File: config.mk
export PLATFORM = sky130hd
export DESIGN_NAME = multicycle_ctrl
export DESIGN_NICKNAME = d
export VERILOG_FILES = /design/src/rtl/riscv_ctrl_pkg.sv /design/src/rtl/multicycle_ctrl_alu_decoder.sv /design/src/rtl/multicycle_ctrl.sv
export SDC_FILE = /design/constraint.sdc
export NUM_CORES = 1
export LEC_CHECK = 0
export ABC_AREA = 1
export BUFFER_PORTS_ARGS = -buffer_cell sky130_fd_sc_hd__buf_2
export CORE_MARGIN = 10
export CORE_UTILIZATION = 47
export CTS_CLUSTER_SIZE = 8
export DETAILED_ROUTE_END_ITERATION = 16
export PLACE_DENSITY = 0.84
export SYNTH_ARGS = -nofsm -noshare
export SYNTH_HDL_FRONTEND = slang
export SYNTH_SLANG_ARGS = --single-unit
export TNS_END_PERCENT = 20
File: constraint.sdc
create_clock -name clk -period 3.4 [get_ports clk]
set_input_delay 0 -clock clk [delete_from_list [all_inputs] [get_ports clk]]
set_output_delay 0 -clock clk [all_outputs]
set_load 0.02 [all_outputs]
File: src/rtl/riscv_ctrl_pkg.sv
// Shared types and encodings for the multicycle RV32I control path: FSM states,
// opcodes, immediate/ALU/select codes and the op-only immediate-format lookup.
package riscv_ctrl_pkg;

  typedef enum logic [3:0] {
    FETCH, DECODE, MEMADR, MEMREAD, MEMWB, MEMWRITE,
    EXECR, EXECI, ALUWB, BRANCH, JAL, LUI, TRAP
  } state_t;

  localparam logic [6:0] OP_LOAD   = 7'b0000011;
  localparam logic [6:0] OP_STORE  = 7'b0100011;
  localparam logic [6:0] OP_RTYPE  = 7'b0110011;
  localparam logic [6:0] OP_ITYPE  = 7'b0010011;
  localparam logic [6:0] OP_BRANCH = 7'b1100011;
  localparam logic [6:0] OP_JAL    = 7'b1101111;
  localparam logic [6:0] OP_LUI    = 7'b0110111;

  localparam logic [2:0] F3_BEQ = 3'b000;
  localparam logic [2:0] F3_BNE = 3'b001;
  localparam logic [2:0] F3_BLT = 3'b100;
  localparam logic [2:0] F3_BGE = 3'b101;

  localparam logic [2:0] IMM_I = 3'b000;
  localparam logic [2:0] IMM_S = 3'b001;
  localparam logic [2:0] IMM_B = 3'b010;
  localparam logic [2:0] IMM_U = 3'b011;
  localparam logic [2:0] IMM_J = 3'b100;

  localparam logic [2:0] ALU_ADD = 3'b000;
  localparam logic [2:0] ALU_SUB = 3'b001;
  localparam logic [2:0] ALU_AND = 3'b010;
  localparam logic [2:0] ALU_OR  = 3'b011;
  localparam logic [2:0] ALU_SLT = 3'b101;

  localparam logic [1:0] ALUOP_ADD   = 2'b00;
  localparam logic [1:0] ALUOP_SUB   = 2'b01;
  localparam logic [1:0] ALUOP_FUNCT = 2'b10;

  localparam logic [1:0] RES_ALUOUT    = 2'b00;
  localparam logic [1:0] RES_DATA      = 2'b01;
  localparam logic [1:0] RES_ALURESULT = 2'b10;
  localparam logic [1:0] RES_IMMEXT    = 2'b11;

  localparam logic [1:0] SRCA_PC    = 2'b00;
  localparam logic [1:0] SRCA_OLDPC = 2'b01;
  localparam logic [1:0] SRCA_RS1   = 2'b10;

  localparam logic [1:0] SRCB_RS2  = 2'b00;
  localparam logic [1:0] SRCB_IMM  = 2'b01;
  localparam logic [1:0] SRCB_FOUR = 2'b10;

  localparam logic [1:0] CAUSE_NONE    = 2'b00;
  localparam logic [1:0] CAUSE_ILLEGAL = 2'b01;
  localparam logic [1:0] CAUSE_TIMEOUT = 2'b10;

  function automatic logic [2:0] imm_src_of(input logic [6:0] op);
    case (op)
      OP_STORE:  return IMM_S;
      OP_BRANCH: return IMM_B;
      OP_LUI:    return IMM_U;
      OP_JAL:    return IMM_J;
      default:   return IMM_I;
    endcase
  endfunction

endpackage

File: src/rtl/multicycle_ctrl_alu_decoder.sv
// Combinational ALU decoder: turns the FSM's alu_op plus funct3/funct7b5/op[5]
// into the 3-bit ALU control code.
module alu_decoder
  import riscv_ctrl_pkg::*;
(
  input  logic [1:0] alu_op_i,
  input  logic [2:0] funct3_i,
  input  logic       funct7b5_i,
  input  logic       op5_i,
  output logic [2:0] alu_ctrl_o
);

  always_comb begin
    alu_ctrl_o = ALU_ADD;
    case (alu_op_i)
      ALUOP_ADD: alu_ctrl_o = ALU_ADD;
      ALUOP_SUB: alu_ctrl_o = ALU_SUB;
      default: begin
        case (funct3_i)
          // op[5] distinguishes R-type from I-type, so addi never becomes sub
          3'b000:  alu_ctrl_o = (funct7b5_i && op5_i) ? ALU_SUB : ALU_ADD;
          3'b010:  alu_ctrl_o = ALU_SLT;
          3'b110:  alu_ctrl_o = ALU_OR;
          3'b111:  alu_ctrl_o = ALU_AND;
          default: alu_ctrl_o = ALU_ADD;
        endcase
      end
    endcase
  end

endmodule

File: src/rtl/multicycle_ctrl.sv
// Main control FSM of the multicycle RV32I core. Define MEM_HANDSHAKE_EN to make
// memory states wait on mem_ready with a WAIT_TIMEOUT-bounded stall counter.
module multicycle_ctrl
  import riscv_ctrl_pkg::*;
#(
  parameter int WAIT_TIMEOUT = 16
) (
  input  logic       clk,
  input  logic       reset_n,
  input  logic [6:0] op,
  input  logic [2:0] funct3,
  input  logic       funct7b5,
  input  logic       zero,
  input  logic       lt,
  input  logic       mem_ready,
  output logic       mem_req,
  output logic       pc_write,
  output logic       adr_src,
  output logic       mem_write,
  output logic       ir_write,
  output logic [1:0] result_src,
  output logic [2:0] alu_ctrl,
  output logic [1:0] alu_src_a,
  output logic [1:0] alu_src_b,
  output logic [2:0] imm_src,
  output logic       reg_write,
  output logic       trap,
  output logic [1:0] trap_cause
);

  state_t     state_q, state_d;
  logic [1:0] cause_q, cause_d;
  logic       rdy;
  logic       timeout;
  logic       br_taken, br_legal;
  logic [1:0] alu_op;
  logic       mem_req_c, pc_write_c, mem_write_c, ir_write_c, reg_write_c;

`ifdef MEM_HANDSHAKE_EN
  localparam int CNT_W = $clog2(WAIT_TIMEOUT + 1);

  logic [CNT_W-1:0] cnt_q, cnt_d;
  logic             mem_state;

  assign rdy       = mem_ready;
  assign mem_state = (state_q == FETCH) || (state_q == MEMREAD) || (state_q == MEMWRITE);
  // Limit is checked one cycle after the last counted stall, so a late ready still wins
  assign timeout   = mem_state && !mem_ready && (cnt_q == CNT_W'(WAIT_TIMEOUT));

  always_comb begin
    cnt_d = cnt_q;
    if (state_d != state_q)          cnt_d = '0;
    else if (mem_state && !mem_ready) cnt_d = cnt_q + CNT_W'(1);
  end

  always_ff @(posedge clk or negedge reset_n) begin
    if (!reset_n) cnt_q <= '0;
    else          cnt_q <= cnt_d;
  end
`else
  logic unused_hs;

  assign rdy       = 1'b1;
  assign timeout   = 1'b0;
  assign unused_hs = mem_ready | (WAIT_TIMEOUT == 0);
`endif

  always_comb begin
    br_taken = 1'b0;
    br_legal = 1'b1;
    case (funct3)
      F3_BEQ:  br_taken = zero;
      F3_BNE:  br_taken = ~zero;
      F3_BLT:  br_taken = lt;
      F3_BGE:  br_taken = ~lt;
      default: br_legal = 1'b0;
    endcase
  end

  always_ff @(posedge clk or negedge reset_n) begin
    if (!reset_n) begin
      state_q <= FETCH;
      cause_q <= CAUSE_NONE;
    end else begin
      state_q <= state_d;
      cause_q <= cause_d;
    end
  end

  always_comb begin
    state_d = state_q;
    cause_d = cause_q;
    case (state_q)
      FETCH: begin
        if (rdy) state_d = DECODE;
        else if (timeout) begin
          state_d = TRAP;
          cause_d = CAUSE_TIMEOUT;
        end
      end
      DECODE: begin
        case (op)
          OP_LOAD, OP_STORE: state_d = MEMADR;
          OP_RTYPE:          state_d = EXECR;
          OP_ITYPE:          state_d = EXECI;
          OP_BRANCH:         state_d = BRANCH;
          OP_JAL:            state_d = JAL;
          OP_LUI:            state_d = LUI;
          default: begin
            state_d = TRAP;
            cause_d = CAUSE_ILLEGAL;
          end
        endcase
      end
      MEMADR: state_d = (op == OP_STORE) ? MEMWRITE : MEMREAD;
      MEMREAD: begin
        if (rdy) state_d = MEMWB;
        else if (timeout) begin
          state_d = TRAP;
          cause_d = CAUSE_TIMEOUT;
        end
      end
      MEMWB: state_d = FETCH;
      MEMWRITE: begin
        if (rdy) state_d = FETCH;
        else if (timeout) begin
          state_d = TRAP;
          cause_d = CAUSE_TIMEOUT;
        end
      end
      EXECR, EXECI: state_d = ALUWB;
      ALUWB:        state_d = FETCH;
      BRANCH: begin
        if (br_legal) state_d = FETCH;
        else begin
          state_d = TRAP;
          cause_d = CAUSE_ILLEGAL;
        end
      end
      JAL:     state_d = ALUWB;
      LUI:     state_d = FETCH;
      TRAP:    state_d = TRAP;
      default: state_d = FETCH;
    endcase
  end

  always_comb begin
    mem_req_c   = 1'b0;
    pc_write_c  = 1'b0;
    mem_write_c = 1'b0;
    ir_write_c  = 1'b0;
    reg_write_c = 1'b0;
    adr_src     = 1'b0;
    result_src  = RES_ALUOUT;
    alu_src_a   = SRCA_PC;
    alu_src_b   = SRCB_RS2;
    alu_op      = ALUOP_ADD;
    case (state_q)
      FETCH: begin
        mem_req_c  = 1'b1;
        ir_write_c = rdy;
        pc_write_c = rdy;
        alu_src_b  = SRCB_FOUR;
        result_src = RES_ALURESULT;
      end
      DECODE: begin
        alu_src_a = SRCA_OLDPC;
        alu_src_b = SRCB_IMM;
      end
      MEMADR: begin
        alu_src_a = SRCA_RS1;
        alu_src_b = SRCB_IMM;
      end
      MEMREAD: begin
        mem_req_c = 1'b1;
        adr_src   = 1'b1;
      end
      MEMWB: begin
        result_src  = RES_DATA;
        reg_write_c = 1'b1;
      end
      MEMWRITE: begin
        mem_req_c   = 1'b1;
        adr_src     = 1'b1;
        mem_write_c = 1'b1;
      end
      EXECR: begin
        alu_src_a = SRCA_RS1;
        alu_op    = ALUOP_FUNCT;
      end
      EXECI: begin
        alu_src_a = SRCA_RS1;
        alu_src_b = SRCB_IMM;
        alu_op    = ALUOP_FUNCT;
      end
      ALUWB: reg_write_c = 1'b1;
      BRANCH: begin
        alu_src_a  = SRCA_RS1;
        alu_op     = ALUOP_SUB;
        pc_write_c = br_taken && br_legal;
      end
      JAL: begin
        alu_src_a  = SRCA_OLDPC;
        alu_src_b  = SRCB_FOUR;
        pc_write_c = 1'b1;
      end
      LUI: begin
        result_src  = RES_IMMEXT;
        reg_write_c = 1'b1;
      end
      default: ;
    endcase
  end

  // Reset forces FETCH, whose enables would otherwise be live; mask them while reset is held
  assign mem_req    = mem_req_c   & reset_n;
  assign pc_write   = pc_write_c  & reset_n;
  assign mem_write  = mem_write_c & reset_n;
  assign ir_write   = ir_write_c  & reset_n;
  assign reg_write  = reg_write_c & reset_n;
  assign imm_src    = imm_src_of(op);
  assign trap       = (state_q == TRAP);
  assign trap_cause = cause_q;

  alu_decoder u_alu_decoder (
    .alu_op_i   (alu_op),
    .funct3_i   (funct3),
    .funct7b5_i (funct7b5),
    .op5_i      (op[5]),
    .alu_ctrl_o (alu_ctrl)
  );

endmodule
==> run metrics <==
Syn Area/Cell=5.538 sq um; Unique masters post-synth=23; Num Clock Sinks=5; post-synth net total=roughly 140; area leader, netlist=nand2_1; fin nets=~180; r2r setup slk=2170 ps; worst hold margin=84.77 ps; Pwr Density=607.9 nW/um^2; RSZ-0062 raised after global routing=false; Total GRT Usage=11.29%; Die Span Y=57.92 microns; leakage power=0.5657 nW; # diodes=0; initial antenna violation count=0; Initial Utilization=between 50% and 60%; period utilisation layout=43.54%; CTS H-tree depth=1; flops & latches, synth=5; Die X=57.92 microns; Max Cap Viol=0; Layout Utilization=about two thirds; GPL Wtd Cong=0.8584; crit-path leading delay family=flip-flops; vias per cell=~4.8; Max Used Layer=met3; crit path max-delay cell type=dfrtp_1; routed length per placed instance=10.75 microns; Synth top area share=21.67%; vias in the first global route=770; maximum clock rate=675.5 MHz; WP data required=3400 ps; Hold Path Sink=state_q[0]; Crit Path Max Fanout=9; die area=3354 sq um; CTS clk-pin slew, worst paths=50 ps; clock insertion delay at the later pin of the skew report=240 ps; Max Root-Sink Buffers=2; critical path, cell by cell=nor2_1, nand2_1, a31oi_1, buf_2; Routed Wire Length=1.870 mm; layout cells sized above 1=33.33%; crit-path max cell delay=between 400 and 500 ps; sequential element share of the synthesized area=18.52%; Area contributors post-synth=nand2_1 (22%), dfrtp_1 (19%), nor2_1 (10%); Worst Setup Start Kind=register; root buf cell=clkbuf_4; Layout area overhead=30.56%; Metal-1 WL=792 microns; pin count of the biggest net entering global routing=10; Core Area=around 1300 sq um; post-cts sizing count=0; Worst Hold Depth=4; Slew Limit Fails=0; first-iteration detailed-routing DRC count=14; Final setup viols=0; Post-Syn Instances=122; Worst Path Buf+Inv=1; vias after detailed routing=827; CTS tree=yes; synthesized area=675.6 sq um; RR Endpoint=state_q[1]; Residual DRC=0; worst-case reg-to-reg path depth=3; Antenna Nets Post-Route=0; io pins=37; final hold viol count=0; met2 WL post-DR=918 microns; Port-buffer cells=34; number of buffers created by CTS=3; first-pass GRT wire length=3.201 mm; Tmin final=1480 ps; First-pass DRT Iterations=4; post-DP HPWL=1.621 mm; routed wl met3=159 microns; Peak VDD IR=0.3352 mV; Worst Min Path Start=op[5]; clk_skew=6.325 ps; row count=13; Worst EP arrival=roughly 1500 ps; Ys Warns=0; hold crit path type=input pin to register; grt total ovfl=0; Setup TNS=0 ps; Crit Path Class=register to primary output; Worst R2R Start=state_q[2]; CP endpoint kind=primary output; status=complete, no violations
==> Yosys cell counts, drive strengths merged <==
cell type	n
conb	1
nor4	3
nand3	13
buf	2
o21ai	3
a21oi	3
dfrtp	5
nand2	41
nor2	23
or2	1
inv	20
nand3b	1
nand4	2
o211ai	1
a31oi	1
nor3	2
==> per-stage QoR <==
step           power (W)  instances  instance area, sq um  setup WS (ps)
2_1_floorplan  0.0003662        122                 675.6           2213
3_3_place_gp   0.0004669        169                 845.8           2194
3_5_place_dp   0.0004715        169                 845.8           2184
4_1_cts        0.0005441        174                 882.1           1910
5_1_grt        0.0005883        174                 882.1           1781
6_report       0.0005362        174                 882.1           1920
==> worst max-delay path by stage <==
stage / slack [ps] / startpoint / cells after the start / to
finish: 1920 / state_q[1] / 4 / mem_req
global route: 1780 / state_q[1] / 4 / mem_req
CTS: 1910 / state_q[2] / 5 / alu_ctrl[2]
detailed placement: 2180 / state_q[2] / 6 / trap_cause[0]
global placement: 2190 / state_q[2] / 6 / trap_cause[0]
floorplan: 2210 / state_q[1] / 4 / mem_req
==> report_power, final <==
part / internal (W) / switching, W
Sequential: 0.0000761 / 0.0000268
Clock: 0.0000444 / 0.0000246
Combinational: 0.000119 / 0.000245
==> worst register-to-register path: stages, from the launching register on <==
cell	delay, ps
dfrtp_1	450
nor2_2	240
nand3_1	200
o21ai_0	250
==> repair_timing <==
item,CTS,global route
hold buffers,1,0
buffers inserted,0,0
hold endpoints to repair,5,0
==> cells in the final DEF, fill, tap and decap left out <==
| master | instances |
|---|---|
| a21oi_1 | 3 |
| a31oi_1 | 1 |
| buf_2 | 34 |
| clkbuf_1 | 1 |
| clkbuf_4 | 3 |
| conb_1 | 1 |
| dfrtp_1 | 5 |
| dlygate4sd3_1 | 1 |
| inv_1 | 16 |
| inv_2 | 4 |
| nand2_1 | 39 |
| nand2_2 | 2 |
| nand3_1 | 13 |
| nand3b_1 | 1 |
| nand4_1 | 2 |
| nor2_1 | 18 |
| nor2_2 | 3 |
| nor2_4 | 2 |
| nor3_2 | 2 |
| nor4_1 | 2 |
| nor4_2 | 1 |
| o211ai_2 | 1 |
| o21ai_0 | 2 |
| o21ai_1 | 1 |
| or2_2 | 1 |
==> routing by layer <==
layer | GRT usage (%) | up-vias
met5 | 0 | -
met4 | 2.013 | 0
met3 | 5.229 | 0
met2 | 20.09 | 24
met1 | 11.92 | 350
li1 | - | 453
==> sequential cells by signal (all words and copies together) (netlist names) <==
register and cells:
state_q 4, trap_cause 1
==> final cells by class <==
type / count / area [sq um]
tap: 15 / 18.77
multi-input combinational: 95 / 456.7
sequential: 5 / 125.1
clock buffer: 4 / 26.28
inverter: 20 / 75.07
fill: 143 / 451.7
timing repair buffer: 35 / 180.2
==> cells by family after synthesis <==
kind of cell / after synthesis / share of synthesized area [%]
buf+inv: 22 / 13.89
other cells: 1 / 0.5550
compound gates: 8 / 7.221
flops: 5 / 18.52
simple gates: 86 / 59.81
Power figures use the tool's default switching activity.
